===== src/rtl/clock_mode_ctrl_pkg.sv =====
`default_nettype none
// ============================================================================
// Module   : clock_mode_ctrl_pkg
// Brief    : Shared state encodings, field codes and blink masks for the
//            clock/alarm user-interface controller.
// Revision : 1.0
// ============================================================================
package clock_mode_ctrl_pkg;

    localparam logic [2:0] ST_RUN         = 3'd0;
    localparam logic [2:0] ST_SET_HOUR    = 3'd1;
    localparam logic [2:0] ST_SET_MIN     = 3'd2;
    localparam logic [2:0] ST_SET_AL_HOUR = 3'd3;
    localparam logic [2:0] ST_SET_AL_MIN  = 3'd4;

    localparam logic [1:0] FIELD_NONE = 2'd0;
    localparam logic [1:0] FIELD_HOUR = 2'd1;
    localparam logic [1:0] FIELD_MIN  = 2'd2;

    localparam logic [5:0] BLINK_NONE = 6'b000000;
    localparam logic [5:0] BLINK_HOUR = 6'b000011;
    localparam logic [5:0] BLINK_MIN  = 6'b001100;

    // Mode-button sequence: RUN -> time h/m -> alarm h/m -> RUN
    function automatic logic [2:0] next_mode_state(input logic [2:0] st);
        case (st)
            ST_RUN:         return ST_SET_HOUR;
            ST_SET_HOUR:    return ST_SET_MIN;
            ST_SET_MIN:     return ST_SET_AL_HOUR;
            ST_SET_AL_HOUR: return ST_SET_AL_MIN;
            default:        return ST_RUN;
        endcase
    endfunction

endpackage
`default_nettype wire


===== src/rtl/clock_mode_ctrl_if.sv =====
`default_nettype none
// ============================================================================
// Module   : clock_mode_ctrl_if
// Brief    : Button/tick inputs and datapath/display controls of the clock
//            user-interface controller.
// Revision : 1.0
// ============================================================================
interface clock_mode_ctrl_if;

    logic       tick_1s;
    logic       btn_mode;
    logic       btn_up;
    logic       btn_down;
    logic       alarm_match;
    logic [1:0] field_sel;
    logic       tgt_alarm;
    logic       inc_pulse;
    logic       dec_pulse;
    logic       show_alarm;
    logic [5:0] blink_mask;
    logic       alarm_armed;
    logic       ring;

    modport master (
        input  tick_1s, btn_mode, btn_up, btn_down, alarm_match,
        output field_sel, tgt_alarm, inc_pulse, dec_pulse, show_alarm,
               blink_mask, alarm_armed, ring
    );

    modport slave (
        output tick_1s, btn_mode, btn_up, btn_down, alarm_match,
        input  field_sel, tgt_alarm, inc_pulse, dec_pulse, show_alarm,
               blink_mask, alarm_armed, ring
    );

endinterface
`default_nettype wire


===== src/rtl/clock_mode_ctrl_btn_conditioner.sv =====
`default_nettype none
// ============================================================================
// Module   : clock_mode_ctrl_btn_conditioner
// Brief    : Synchronizer, debouncer, press-event detector and optional
//            auto-repeat for one raw push button.
// Revision : 1.0
// ============================================================================
module clock_mode_ctrl_btn_conditioner #(
    parameter int DEBOUNCE_CYCLES = 50000,
    parameter int REPEAT_DELAY    = 25000000,
    parameter int REPEAT_PERIOD   = 5000000,
    parameter bit REPEAT_EN       = 1'b1
) (
    input  logic clk,
    input  logic rst,
    input  logic btn_raw,
    input  logic repeat_allow,
    output logic press
);

    localparam int c_DB_W = $clog2(DEBOUNCE_CYCLES + 1);
    localparam logic [c_DB_W-1:0] c_DB_LAST = c_DB_W'(DEBOUNCE_CYCLES - 1);

    logic [1:0]        r_sync;
    logic              r_level;
    logic [c_DB_W-1:0] r_db_cnt;
    logic              r_press;
    logic              w_rise;
    logic              w_repeat;

    // Reset treats the button as already held, so a button that is down
    // through reset must be released and pressed again to register.
    always_ff @(posedge clk) begin
        if (!rst) r_sync <= 2'b11;
        else      r_sync <= {r_sync[0], btn_raw};
    end

    always_ff @(posedge clk) begin
        if (!rst) begin
            r_level  <= 1'b1;
            r_db_cnt <= '0;
        end else if (r_sync[1] == r_level) begin
            r_db_cnt <= '0;
        end else if (r_db_cnt == c_DB_LAST) begin
            r_level  <= r_sync[1];
            r_db_cnt <= '0;
        end else begin
            r_db_cnt <= r_db_cnt + 1'b1;
        end
    end

    assign w_rise = r_sync[1] && !r_level && (r_db_cnt == c_DB_LAST);

    generate
        if (REPEAT_EN) begin : g_repeat
            localparam int c_RP_MAX = (REPEAT_DELAY > REPEAT_PERIOD) ? REPEAT_DELAY : REPEAT_PERIOD;
            localparam int c_RP_W   = $clog2(c_RP_MAX + 1);
            localparam logic [c_RP_W-1:0] c_DELAY_LAST  = c_RP_W'(REPEAT_DELAY - 1);
            localparam logic [c_RP_W-1:0] c_PERIOD_LAST = c_RP_W'(REPEAT_PERIOD - 1);

            logic [c_RP_W-1:0] r_rep_cnt;
            logic              r_rep_on;
            logic              r_rep_phase;
            logic [c_RP_W-1:0] w_target;

            // First repeat waits the long delay, later ones the short period
            assign w_target = r_rep_phase ? c_PERIOD_LAST : c_DELAY_LAST;
            assign w_repeat = r_rep_on && r_level && repeat_allow && (r_rep_cnt == w_target);

            always_ff @(posedge clk) begin
                if (!rst) begin
                    r_rep_cnt   <= '0;
                    r_rep_on    <= 1'b0;
                    r_rep_phase <= 1'b0;
                end else if (w_rise) begin
                    r_rep_cnt   <= '0;
                    r_rep_on    <= 1'b1;
                    r_rep_phase <= 1'b0;
                end else if (!r_level || !repeat_allow) begin
                    r_rep_cnt   <= '0;
                    r_rep_on    <= 1'b0;
                    r_rep_phase <= 1'b0;
                end else if (r_rep_on) begin
                    if (r_rep_cnt == w_target) begin
                        r_rep_cnt   <= '0;
                        r_rep_phase <= 1'b1;
                    end else begin
                        r_rep_cnt <= r_rep_cnt + 1'b1;
                    end
                end
            end
        end else begin : g_no_repeat
            logic w_unused_allow;
            assign w_unused_allow = repeat_allow;
            assign w_repeat       = 1'b0;
        end
    endgenerate

    always_ff @(posedge clk) begin
        if (!rst) r_press <= 1'b0;
        else      r_press <= w_rise | w_repeat;
    end

    assign press = r_press;

endmodule
`default_nettype wire


===== src/rtl/clock_mode_ctrl.sv =====
`default_nettype none
// ============================================================================
// Module   : clock_mode_ctrl
// Brief    : Clock/alarm UI controller: button handling, set-mode sequencing,
//            inc/dec strobes, alarm arming, ringing, snooze and display blink.
// Revision : 1.0
// ============================================================================
module clock_mode_ctrl
    import clock_mode_ctrl_pkg::*;
#(
    parameter int DEBOUNCE_CYCLES = 50000,
    parameter int REPEAT_DELAY    = 25000000,
    parameter int REPEAT_PERIOD   = 5000000,
    parameter int IDLE_TIMEOUT    = 30,
    parameter int RING_TIMEOUT    = 60,
    parameter int SNOOZE_TICKS    = 300
) (
    input  logic              clk,
    input  logic              rst,
    clock_mode_ctrl_if.master bus
);

    localparam int c_IDLE_W = $clog2(IDLE_TIMEOUT + 1);
    localparam int c_RING_W = $clog2(RING_TIMEOUT + 1);
    localparam int c_SNZ_W  = $clog2(SNOOZE_TICKS + 1);
    localparam logic [c_IDLE_W-1:0] c_IDLE_LAST = c_IDLE_W'(IDLE_TIMEOUT - 1);
    localparam logic [c_RING_W-1:0] c_RING_LAST = c_RING_W'(RING_TIMEOUT - 1);
    localparam logic [c_SNZ_W-1:0]  c_SNZ_LAST  = c_SNZ_W'(SNOOZE_TICKS - 1);

    logic [2:0]          r_state;
    logic [2:0]          w_next_state;
    logic [c_IDLE_W-1:0] r_idle_cnt;
    logic [c_RING_W-1:0] r_ring_cnt;
    logic [c_SNZ_W-1:0]  r_snz_cnt;
    logic                r_snz_on;
    logic                r_ring;
    logic                r_armed;
    logic                r_blink;
    logic                r_match_d;
    logic                r_inc;
    logic                r_dec;

    logic       w_mode_evt, w_up_evt, w_dn_evt;
    logic       w_in_set, w_any_evt, w_up_act, w_dn_act;
    logic       w_idle_hit, w_toggle_arm, w_disarm, w_enter_al, w_match_rise;
    logic [1:0] w_field_sel;
    logic       w_alarm_view;
    logic [5:0] w_blink_mask;

    clock_mode_ctrl_btn_conditioner #(
        .DEBOUNCE_CYCLES (DEBOUNCE_CYCLES),
        .REPEAT_DELAY    (REPEAT_DELAY),
        .REPEAT_PERIOD   (REPEAT_PERIOD),
        .REPEAT_EN       (1'b0)
    ) u_btn_mode (
        .clk          (clk),
        .rst          (rst),
        .btn_raw      (bus.btn_mode),
        .repeat_allow (1'b0),
        .press        (w_mode_evt)
    );

    clock_mode_ctrl_btn_conditioner #(
        .DEBOUNCE_CYCLES (DEBOUNCE_CYCLES),
        .REPEAT_DELAY    (REPEAT_DELAY),
        .REPEAT_PERIOD   (REPEAT_PERIOD),
        .REPEAT_EN       (1'b1)
    ) u_btn_up (
        .clk          (clk),
        .rst          (rst),
        .btn_raw      (bus.btn_up),
        .repeat_allow (w_in_set),
        .press        (w_up_evt)
    );

    clock_mode_ctrl_btn_conditioner #(
        .DEBOUNCE_CYCLES (DEBOUNCE_CYCLES),
        .REPEAT_DELAY    (REPEAT_DELAY),
        .REPEAT_PERIOD   (REPEAT_PERIOD),
        .REPEAT_EN       (1'b1)
    ) u_btn_down (
        .clk          (clk),
        .rst          (rst),
        .btn_raw      (bus.btn_down),
        .repeat_allow (w_in_set),
        .press        (w_dn_evt)
    );

    // Mode outranks up/down; up and down together cancel each other
    assign w_in_set     = (r_state != ST_RUN);
    assign w_any_evt    = w_mode_evt | w_up_evt | w_dn_evt;
    assign w_up_act     = w_up_evt & ~w_dn_evt & ~w_mode_evt;
    assign w_dn_act     = w_dn_evt & ~w_up_evt & ~w_mode_evt;
    assign w_idle_hit   = w_in_set && bus.tick_1s && !w_any_evt && (r_idle_cnt == c_IDLE_LAST);
    assign w_toggle_arm = !w_in_set && !r_ring && w_up_act;
    assign w_disarm     = w_toggle_arm && r_armed;
    assign w_enter_al   = !r_ring && w_mode_evt && (r_state == ST_SET_MIN);
    assign w_match_rise = bus.alarm_match & ~r_match_d;

    always_ff @(posedge clk) begin
        if (!rst) r_state <= ST_RUN;
        else      r_state <= w_next_state;
    end

    // While ringing, button presses only silence the buzzer
    always_comb begin
        w_next_state = r_state;
        if (!r_ring && w_mode_evt) begin
            w_next_state = next_mode_state(r_state);
        end else if (w_idle_hit) begin
            w_next_state = ST_RUN;
        end
    end

    always_comb begin
        w_field_sel  = FIELD_NONE;
        w_alarm_view = 1'b0;
        w_blink_mask = BLINK_NONE;
        case (r_state)
            ST_SET_HOUR: begin
                w_field_sel  = FIELD_HOUR;
                w_blink_mask = r_blink ? BLINK_HOUR : BLINK_NONE;
            end
            ST_SET_MIN: begin
                w_field_sel  = FIELD_MIN;
                w_blink_mask = r_blink ? BLINK_MIN : BLINK_NONE;
            end
            ST_SET_AL_HOUR: begin
                w_field_sel  = FIELD_HOUR;
                w_alarm_view = 1'b1;
                w_blink_mask = r_blink ? BLINK_HOUR : BLINK_NONE;
            end
            ST_SET_AL_MIN: begin
                w_field_sel  = FIELD_MIN;
                w_alarm_view = 1'b1;
                w_blink_mask = r_blink ? BLINK_MIN : BLINK_NONE;
            end
            default: ;
        endcase
    end

    always_ff @(posedge clk) begin
        if (!rst) begin
            r_inc <= 1'b0;
            r_dec <= 1'b0;
        end else begin
            r_inc <= w_in_set && !r_ring && w_up_act;
            r_dec <= w_in_set && !r_ring && w_dn_act;
        end
    end

    always_ff @(posedge clk) begin
        if (!rst) begin
            r_idle_cnt <= '0;
        end else if (!w_in_set || w_any_evt) begin
            r_idle_cnt <= '0;
        end else if (bus.tick_1s) begin
            r_idle_cnt <= w_idle_hit ? '0 : r_idle_cnt + 1'b1;
        end
    end

    always_ff @(posedge clk) begin
        if (!rst) begin
            r_armed   <= 1'b0;
            r_blink   <= 1'b0;
            r_match_d <= 1'b0;
        end else begin
            r_blink   <= r_blink ^ bus.tick_1s;
            r_match_d <= bus.alarm_match;
            if (w_toggle_arm)    r_armed <= ~r_armed;
            else if (w_enter_al) r_armed <= 1'b1;
        end
    end

    // Ring / snooze sequencer; disarming always wins
    always_ff @(posedge clk) begin
        if (!rst) begin
            r_ring     <= 1'b0;
            r_ring_cnt <= '0;
            r_snz_on   <= 1'b0;
            r_snz_cnt  <= '0;
        end else if (w_disarm) begin
            r_ring     <= 1'b0;
            r_ring_cnt <= '0;
            r_snz_on   <= 1'b0;
            r_snz_cnt  <= '0;
        end else if (r_ring) begin
            if (w_mode_evt || w_up_act) begin
                r_ring     <= 1'b0;
                r_ring_cnt <= '0;
            end else if (w_dn_act) begin
                r_ring     <= 1'b0;
                r_ring_cnt <= '0;
                r_snz_on   <= 1'b1;
                r_snz_cnt  <= '0;
            end else if (bus.tick_1s) begin
                if (r_ring_cnt == c_RING_LAST) begin
                    r_ring     <= 1'b0;
                    r_ring_cnt <= '0;
                end else begin
                    r_ring_cnt <= r_ring_cnt + 1'b1;
                end
            end
        end else if (r_armed && w_match_rise) begin
            r_ring     <= 1'b1;
            r_ring_cnt <= '0;
            r_snz_on   <= 1'b0;
            r_snz_cnt  <= '0;
        end else if (r_snz_on && bus.tick_1s) begin
            if (r_snz_cnt == c_SNZ_LAST) begin
                r_ring     <= 1'b1;
                r_ring_cnt <= '0;
                r_snz_on   <= 1'b0;
                r_snz_cnt  <= '0;
            end else begin
                r_snz_cnt <= r_snz_cnt + 1'b1;
            end
        end
    end

    assign bus.field_sel   = w_field_sel;
    assign bus.tgt_alarm   = w_alarm_view;
    assign bus.show_alarm  = w_alarm_view;
    assign bus.blink_mask  = w_blink_mask;
    assign bus.inc_pulse   = r_inc;
    assign bus.dec_pulse   = r_dec;
    assign bus.alarm_armed = r_armed;
    assign bus.ring        = r_ring;

endmodule
`default_nettype wire


===== src/flat_wrapper.sv =====
// flat-port wrapper written by rule: the top's interface ports become plain ports
module clock_mode_ctrl_flat import clock_mode_ctrl_pkg::*;
#(
    parameter int DEBOUNCE_CYCLES = 50000,
    parameter int REPEAT_DELAY    = 25000000,
    parameter int REPEAT_PERIOD   = 5000000,
    parameter int IDLE_TIMEOUT    = 30,
    parameter int RING_TIMEOUT    = 60,
    parameter int SNOOZE_TICKS    = 300
)
  (clk, rst, bus_tick_1s, bus_btn_mode, bus_btn_up, bus_btn_down, bus_alarm_match, bus_field_sel, bus_tgt_alarm, bus_inc_pulse, bus_dec_pulse, bus_show_alarm, bus_blink_mask, bus_alarm_armed, bus_ring);
  clock_mode_ctrl_if bus_i ();
  input  logic clk;
  input  logic rst;
  input wire logic [$bits(bus_i.tick_1s)-1:0] bus_tick_1s;
  input wire logic [$bits(bus_i.btn_mode)-1:0] bus_btn_mode;
  input wire logic [$bits(bus_i.btn_up)-1:0] bus_btn_up;
  input wire logic [$bits(bus_i.btn_down)-1:0] bus_btn_down;
  input wire logic [$bits(bus_i.alarm_match)-1:0] bus_alarm_match;
  output wire logic [$bits(bus_i.field_sel)-1:0] bus_field_sel;
  output wire logic [$bits(bus_i.tgt_alarm)-1:0] bus_tgt_alarm;
  output wire logic [$bits(bus_i.inc_pulse)-1:0] bus_inc_pulse;
  output wire logic [$bits(bus_i.dec_pulse)-1:0] bus_dec_pulse;
  output wire logic [$bits(bus_i.show_alarm)-1:0] bus_show_alarm;
  output wire logic [$bits(bus_i.blink_mask)-1:0] bus_blink_mask;
  output wire logic [$bits(bus_i.alarm_armed)-1:0] bus_alarm_armed;
  output wire logic [$bits(bus_i.ring)-1:0] bus_ring;
  assign bus_i.tick_1s = bus_tick_1s;
  assign bus_i.btn_mode = bus_btn_mode;
  assign bus_i.btn_up = bus_btn_up;
  assign bus_i.btn_down = bus_btn_down;
  assign bus_i.alarm_match = bus_alarm_match;
  assign bus_field_sel = bus_i.field_sel;
  assign bus_tgt_alarm = bus_i.tgt_alarm;
  assign bus_inc_pulse = bus_i.inc_pulse;
  assign bus_dec_pulse = bus_i.dec_pulse;
  assign bus_show_alarm = bus_i.show_alarm;
  assign bus_blink_mask = bus_i.blink_mask;
  assign bus_alarm_armed = bus_i.alarm_armed;
  assign bus_ring = bus_i.ring;
  clock_mode_ctrl #(.DEBOUNCE_CYCLES(DEBOUNCE_CYCLES), .REPEAT_DELAY(REPEAT_DELAY), .REPEAT_PERIOD(REPEAT_PERIOD), .IDLE_TIMEOUT(IDLE_TIMEOUT), .RING_TIMEOUT(RING_TIMEOUT), .SNOOZE_TICKS(SNOOZE_TICKS)) u_core (.clk(clk), .rst(rst), .bus(bus_i));
endmodule

===== config.mk =====
export PLATFORM = sky130hd
export DESIGN_NAME = clock_mode_ctrl_flat
export DESIGN_NICKNAME = d
export VERILOG_FILES = /design/src/rtl/clock_mode_ctrl_pkg.sv /design/src/rtl/clock_mode_ctrl_if.sv /design/src/rtl/clock_mode_ctrl_btn_conditioner.sv /design/src/rtl/clock_mode_ctrl.sv /design/src/flat_wrapper.sv
export SDC_FILE = /design/constraint.sdc
export NUM_CORES = 1
export LEC_CHECK = 0
export CORE_MARGIN = 2
export CORE_UTILIZATION = 50
export CTS_BUF_LIST = sky130_fd_sc_hd__clkbuf_8
export DETAILED_ROUTE_END_ITERATION = 8
export PLACE_DENSITY_LB_ADDON = 0.05
export SLEW_MARGIN = 10
export SYNTH_ARGS = -nofsm -noshare
export SYNTH_HDL_FRONTEND = slang
export SYNTH_HIERARCHICAL = 1
export SYNTH_SLANG_ARGS = --single-unit

===== constraint.sdc =====
create_clock -name clk -period 2.76 [get_ports clk]
set_clock_uncertainty 0.2 [all_clocks]
set_input_delay 0.276 -clock clk [delete_from_list [all_inputs] [get_ports clk]]
set_output_delay 0.276 -clock clk [all_outputs]
set_load 0.02 [all_outputs]

==> out/results.ini, run 1 <==
[clock_tree]
cts_tree = done
cts_max_level = 4
cts_setup_buffers = 0
root_buffer = clkbuf_8
cts.path.max_buffers = 2
postCtsHoldBufs = 0
clock_latency_ns = 0.44
numCtsBuffers = 17
cts_resized = 0
clkSinkCount = 144
clk_pin_slew_ns = 0.07

[timing]
worst_slew_pin_slew_ns = 0.666
timing.hold.ws_ns = 0.190
relSlewSlack = 0.544
maxSlewViolCount = 0
min_period_over_period = 0.921
hold_viol = 0
fin_setup_tns_ns = 0
max_freq_mhz = 393
rsz0062_at_grt = false
setup_violations = 0
min_period_ns = 2.54

[grt]
grt_pass1_wl_mm = 23.2
overflow = 0
grt_max_degree = 27
grt_pass1_vias = 5107
antenna_found_initial = 0
grt_usage = 0.191

[synth]
synth-seq-cells = 144
synthArstFlopShare = 0
yosysWarnings = 6
synthFlopType = dfxtp_1
ys_types = 78
synthAdderAreaFrac = 0.0214
synth_top_family_by_area = simple AND/OR/NAND/NOR gates
synthXorXnorAreaFrac = 0.110
synthMuxAreaShare = 0.00713
synth-simple-area-share = 0.315
synthCells = 792
synth.yosys.seq_area_share = 0.410
syn_avg_cell_area_um2 = 8.87
synth_compound_area_frac = 0.0844
synth_enable_flop_cells = 0
synth_area_um2 = 7020

[route]
routed_wl_mm = 13.9
antenna_left = 0
drc = 0
wire_per_inst_um = 14.0
first_pass_iters = 4
vias = 5555
drt_iter0_drc = 286
vias_per_cell = 5.60

[setup_path]
worstPathArrival_ns = 2.07
cp_max_fo = 9
critPathBufInv = 1
reg2reg_to = u_core/u_btn_down/g_repeat.r_rep_phase
ff2ff_setup_slack_ns = 0.35
ff2ff_path_depth = 5
cp-start-kind = flop
critPathTopFamily = buffers and inverters
cp_slowest_stage_delay_ns = 0.67
cp-end-kind = primary output
reg2reg_from = u_core/u_btn_down/r_db_cnt[12]
worstSetupPathType = flop to primary output
cp_cell_sequence = xnor2_1, nor2_1, and2_1, clkdlybuf4s50_1
crit_slowest_cell = clkdlybuf4s50_1
worstPathRequired_ns = 2.28

[final_layout]
register_area_um2 = 2880
multi_input_comb_area_um2 = 3790
n_fill_cell = 1348
n_antenna_cell = 0
drive_above_1_share = 0.0948
flow.area_growth_from_synthesis_pct = 8.46
final_cell_mix = dfxtp_1, nor2_1, nand3_1
finish.net_count = 819
final_common_cell = dfxtp_1
layoutNonFillerInstCount = 992

[floorplan]
initial_core_util = 0.510
dieWidth_um = 123
die_h_um = 123
pin_count = 21
die_area_um2 = 15000
num_rows = 43
core_um2 = 13800

[placement]
dp.cells = 961
port_buffers = 18
place_hpwl_mm = 9.65
gp_congestion = 0.809

[power_and_ir_drop]
power_density_nw_per_um2 = 484
vdd_ir_drop_max_v = 0.000430
total_leakage_power_nw = 2.42

[hold_path]
holdCritStartpoint = bus_btn_down
hp-class = primary input to flop
holdPathStages = 2
hold_end = u_core/u_btn_down/r_sync[0]

[outcome]
status = finished clean

[job]
max-cap-violations = 0

-- per-stage QoR --
step | power [mW] | cell area, µm² | setup WS (ns) | utilization
after CTS | 3.76 | 7620 | 0.163 | 0.553
after global placement | 2.18 | 7250 | 0.405 | 0.526
final | 3.69 | 7620 | 0.217 | 0.553
after detailed placement | 2.19 | 7250 | 0.366 | 0.526
after floorplan | 2.17 | 7030 | 0.606 | -
after global routing | 3.85 | 7620 | 0.103 | 0.553
-- worst max path at each step --
stage | startpoint | endpoint | cells past startpoint | slack (ns)
after floorplan | u_core/u_btn_down/g_repeat.r_rep_cnt[0] | u_core/u_btn_down/g_repeat.r_rep_cnt[20] | 6 | 0.61
after global placement | u_core/u_btn_down/r_db_cnt[12] | u_core/u_btn_down/g_repeat.r_rep_phase | 5 | 0.40
after detailed placement | u_core/u_btn_down/r_db_cnt[12] | u_core/u_btn_down/g_repeat.r_rep_phase | 5 | 0.37
after CTS | u_core/r_state[2] | bus_blink_mask[2] | 4 | 0.16
after global routing | u_core/r_state[2] | bus_blink_mask[2] | 4 | 0.10
final | u_core/r_state[2] | bus_blink_mask[2] | 4 | 0.22
-- registers in the layout, indices dropped and copies added, names as in the netlist, 2 cells and up --
name                                  flops
u_core/u_btn_down/r_sync                  2
u_core/u_btn_down/g_repeat.r_rep_cnt     25
u_core/r_state                            3
u_core/u_btn_up/g_repeat.r_rep_cnt       25
u_core/u_btn_up/r_db_cnt                 16
u_core/r_snz_cnt                          9
u_core/u_btn_mode/r_db_cnt               16
u_core/u_btn_up/r_sync                    2
u_core/r_ring_cnt                         6
u_core/u_btn_mode/r_sync                  2
u_core/r_idle_cnt                         5
u_core/u_btn_down/r_db_cnt               16
-- final cells by class --
type / count / area share
Multi-Input combinational cell: 583 / 0.497
Sequential cell: 144 / 0.378
Clock buffer: 22 / 0.0398
Timing Repair Buffer: 28 / 0.0335
Tap cell: 180 / 0.0296
Inverter: 26 / 0.0128
Clock inverter: 9 / 0.00871
-- synth_stat cells, drive strengths merged (2+ instances only) --
master	instances	share of area
dfxtp	144	0.41
nor2	111	0.060
nand3	50	0.036
nand2	47	0.025
xor2	45	0.056
xnor2	43	0.054
nand4	37	0.035
nor3	27	0.020
buf	26	0.030
inv	26	0.014
a21oi	19	0.014
a211oi	17	0.020
and3	17	0.016
nor4	15	0.019
or4	15	0.018
clkbuf	14	0.0077
o21ai	13	0.011
ha	12	0.021
and4	11	0.014
or3	10	0.0091
and2	9	0.0080
o31ai	9	0.0096
nand2b	7	0.0062
or4b	6	0.0096
mux2i	5	0.0071
or2	5	0.0048
nor2b	4	0.0036
nor4b	4	0.0050
nand4b	3	0.0037
nor3b	3	0.0039
o21a	3	0.0032
or4bb	3	0.0048
a2111oi	2	0.0025
a311o	2	0.0029
a311oi	2	0.0025
a31oi	2	0.0018
a41oi	2	0.0025
and4bb	2	0.0036
nand3b	2	0.0021
nor4bb	2	0.0029
or3b	2	0.0025
-- where the power goes --
group / internal, mW / switching, mW
clock: 0.809 / 0.741
sequential: 2.08 / 0.00392
combinational: 0.0203 / 0.0289
total: 2.91 / 0.774
-- layer usage --
layer | up-vias | track usage | share of wire
li1 | 2831 | - | -
met1 | 2641 | 0.252 | 0.50
met2 | 68 | 0.304 | 0.46
met3 | 15 | 0.0479 | 0.030
met4 | 0 | 0.0711 | 0.012
met5 | - | 0 | 0
-- logic make-up after synthesis --
| group | Yosys count |
|---|---|
| and+or+nand+nor | 394 |
| DFF | 144 |
| xor gates and xnor gates | 88 |
| AOI/OAI and AO/OA | 82 |
| buffers and inverters | 66 |
| adders and majority gates | 12 |
| muxes | 5 |
| other | 1 |
Note: power is estimated with default switching activity, not from simulation.
==> run 2, diff against run 1 <==
--- a/config.mk
+++ b/config.mk
@@ -9,6 +9,7 @@
 export CORE_UTILIZATION = 50
 export CTS_BUF_LIST = sky130_fd_sc_hd__clkbuf_8
 export DETAILED_ROUTE_END_ITERATION = 8
+export GPL_TIMING_DRIVEN = 0
 export PLACE_DENSITY_LB_ADDON = 0.05
 export SLEW_MARGIN = 10
 export SYNTH_ARGS = -nofsm -noshare
==> out/results.ini, run 2 (synthesized netlist as in run 1, its figures left out) <==
[hold_path]
holdCritStartpoint = bus_btn_mode
hp-class = primary input to flop
hold_end = u_core/u_btn_mode/r_sync[0]
holdPathStages = 2

[timing]
relSlewSlack = 0.449
worst_slew_pin_slew_ns = 0.824
hold_viol = 0
max_freq_mhz = 392
timing.hold.ws_ns = 0.183
rsz0062_at_grt = false
min_period_ns = 2.55
setup_violations = 0
maxSlewViolCount = 0
fin_setup_tns_ns = 0
min_period_over_period = 0.925

[grt]
grt_usage = 0.203
grt_max_degree = 22
grt_pass1_vias = 5451
grt_pass1_wl_mm = 24.6
antenna_found_initial = 0
overflow = 0

[power_and_ir_drop]
vdd_ir_drop_max_v = 0.000376
total_leakage_power_nw = 2.51
total_power_mw = 3.73
power_density_nw_per_um2 = 478

[setup_path]
reg2reg_from = u_core/u_btn_down/r_db_cnt[0]
cp_slowest_stage_delay_ns = 0.59
cp-end-kind = primary output
worstSetupPathType = flop to primary output
cp-start-kind = flop
worstPathRequired_ns = 2.28
cp_cell_sequence = xnor2_1, nor2_1, and2_1, buf_4, clkdlybuf4s50_1
critPathBufInv = 2
ff2ff_setup_slack_ns = 0.28
reg2reg_to = u_core/u_btn_down/r_db_cnt[9]
worstPathArrival_ns = 2.08
cp_max_fo = 9
critPathTopFamily = buffers and inverters
ff2ff_path_depth = 7
crit_slowest_cell = clkdlybuf4s50_1

[job]
max-cap-violations = 0

[floorplan]
die_h_um = 123
dieWidth_um = 123
core_um2 = 13800
initial_core_util = 0.510
die_area_um2 = 15000
pin_count = 21
num_rows = 43

[clock_tree]
clk_pin_slew_ns = 0.08
cts_setup_buffers = 0
cts_resized = 0
postCtsHoldBufs = 0
cts_tree = done
cts.path.max_buffers = 2
cts_max_level = 4
numCtsBuffers = 17
root_buffer = clkbuf_8
clkSinkCount = 144
clock_latency_ns = 0.45

[route]
antenna_left = 0
wire_per_inst_um = 14.0
drc = 0
first_pass_iters = 5
drt_iter0_drc = 326
routed_wl_mm = 14.3
vias_per_cell = 5.54
vias = 5644

[placement]
gp_congestion = 0.835
port_buffers = 18
place_hpwl_mm = 10.1
dp.cells = 991

[final_layout]
top_regs = u_core/u_btn_down/g_repeat.r_rep_cnt x25, u_core/u_btn_up/g_repeat.r_rep_cnt x25
drive_above_1_share = 0.113
n_antenna_cell = 0
flow.area_growth_from_synthesis_pct = 11.0
finish.net_count = 846
final_util = 0.566
final_cell_mix = dfxtp_1, nor2_1, nand3_1
layoutNonFillerInstCount = 1019
final_common_cell = dfxtp_1

[outcome]
status = finished clean

-- run 2: changes by cell type in the layout (fill, tap and decap cells not counted) --
cell / before / now
buf_6: 0 / 8
inv_1: 29 / 28
clkinv_4: 0 / 1
buf_12: 0 / 1
clkbuf_1: 0 / 10
clkinvlp_4: 0 / 3
buf_4: 10 / 6
clkbuf_2: 0 / 1
bufinv_16: 1 / 2
clkbuf_8: 22 / 18
buf_2: 0 / 11
-- run 2: through the flow --
stage	instance area, µm²	setup slack (ns)
floorplan	7030	0.606
global placement	7430	0.0992
detailed placement	7430	0.0558
CTS	7800	0.00726
global route	7800	0.0191
finish	7800	0.207
-- run 2: layout make-up --
class                      count  area [µm²]
fill                        1268        5980
multi-input combinational    583        3790
sequential                   144        2880
buffer                        37         253
clock buffer                  18         248
tap                          180         225
timing repair buffer          18         180
clock inverter                13         124
inverter                      26        97.6
-- run 2: worst max path at each step --
stage | startpoint | to | slack [ns] | cells after the start
after floorplan | u_core/u_btn_down/g_repeat.r_rep_cnt[0] | u_core/u_btn_down/g_repeat.r_rep_cnt[20] | 0.61 | 6
after global placement | u_core/u_btn_down/g_repeat.r_rep_cnt[0] | u_core/u_btn_down/g_repeat.r_rep_cnt[8] | 0.1 | 6
after detailed placement | rst | u_core/u_btn_down/r_db_cnt[1] | 0.06 | 6
after CTS | u_core/r_state[2] | bus_blink_mask[3] | 0.007 | 6
after global routing | u_core/r_state[2] | bus_blink_mask[3] | 0.02 | 5
final | u_core/r_state[2] | bus_blink_mask[3] | 0.21 | 5
-- run 2: per-layer routing --
metal / routed length (µm) / GRT usage / vias to the layer above
li1: - / - / 2881
met1: 6820 / 0.254 / 2659
met2: 6890 / 0.343 / 92
met3: 432 / 0.0507 / 12
met4: 134 / 0.0611 / 0
met5: 0 / 0 / -
-- run 2: worst reg2reg max path: cells and delay by family (launching register included) --
family / cells / cell delay (ns)
DFF: 1 / 0.38
and+or+nand+nor: 4 / 1.08
buffers and inverters: 2 / 0.43
adders and majority gates: 1 / 0.29
-- run 2: report_power, final --
part | switching, mW | internal, mW | total, mW | leakage (nW)
registers | 0.00410 | 2.08 | 2.09 | 1.16
clock network | 0.781 | 0.806 | 1.59 | 0.192
logic | 0.0288 | 0.0232 | 0.0521 | 1.15
total | 0.814 | 2.91 | 3.73 | 2.51
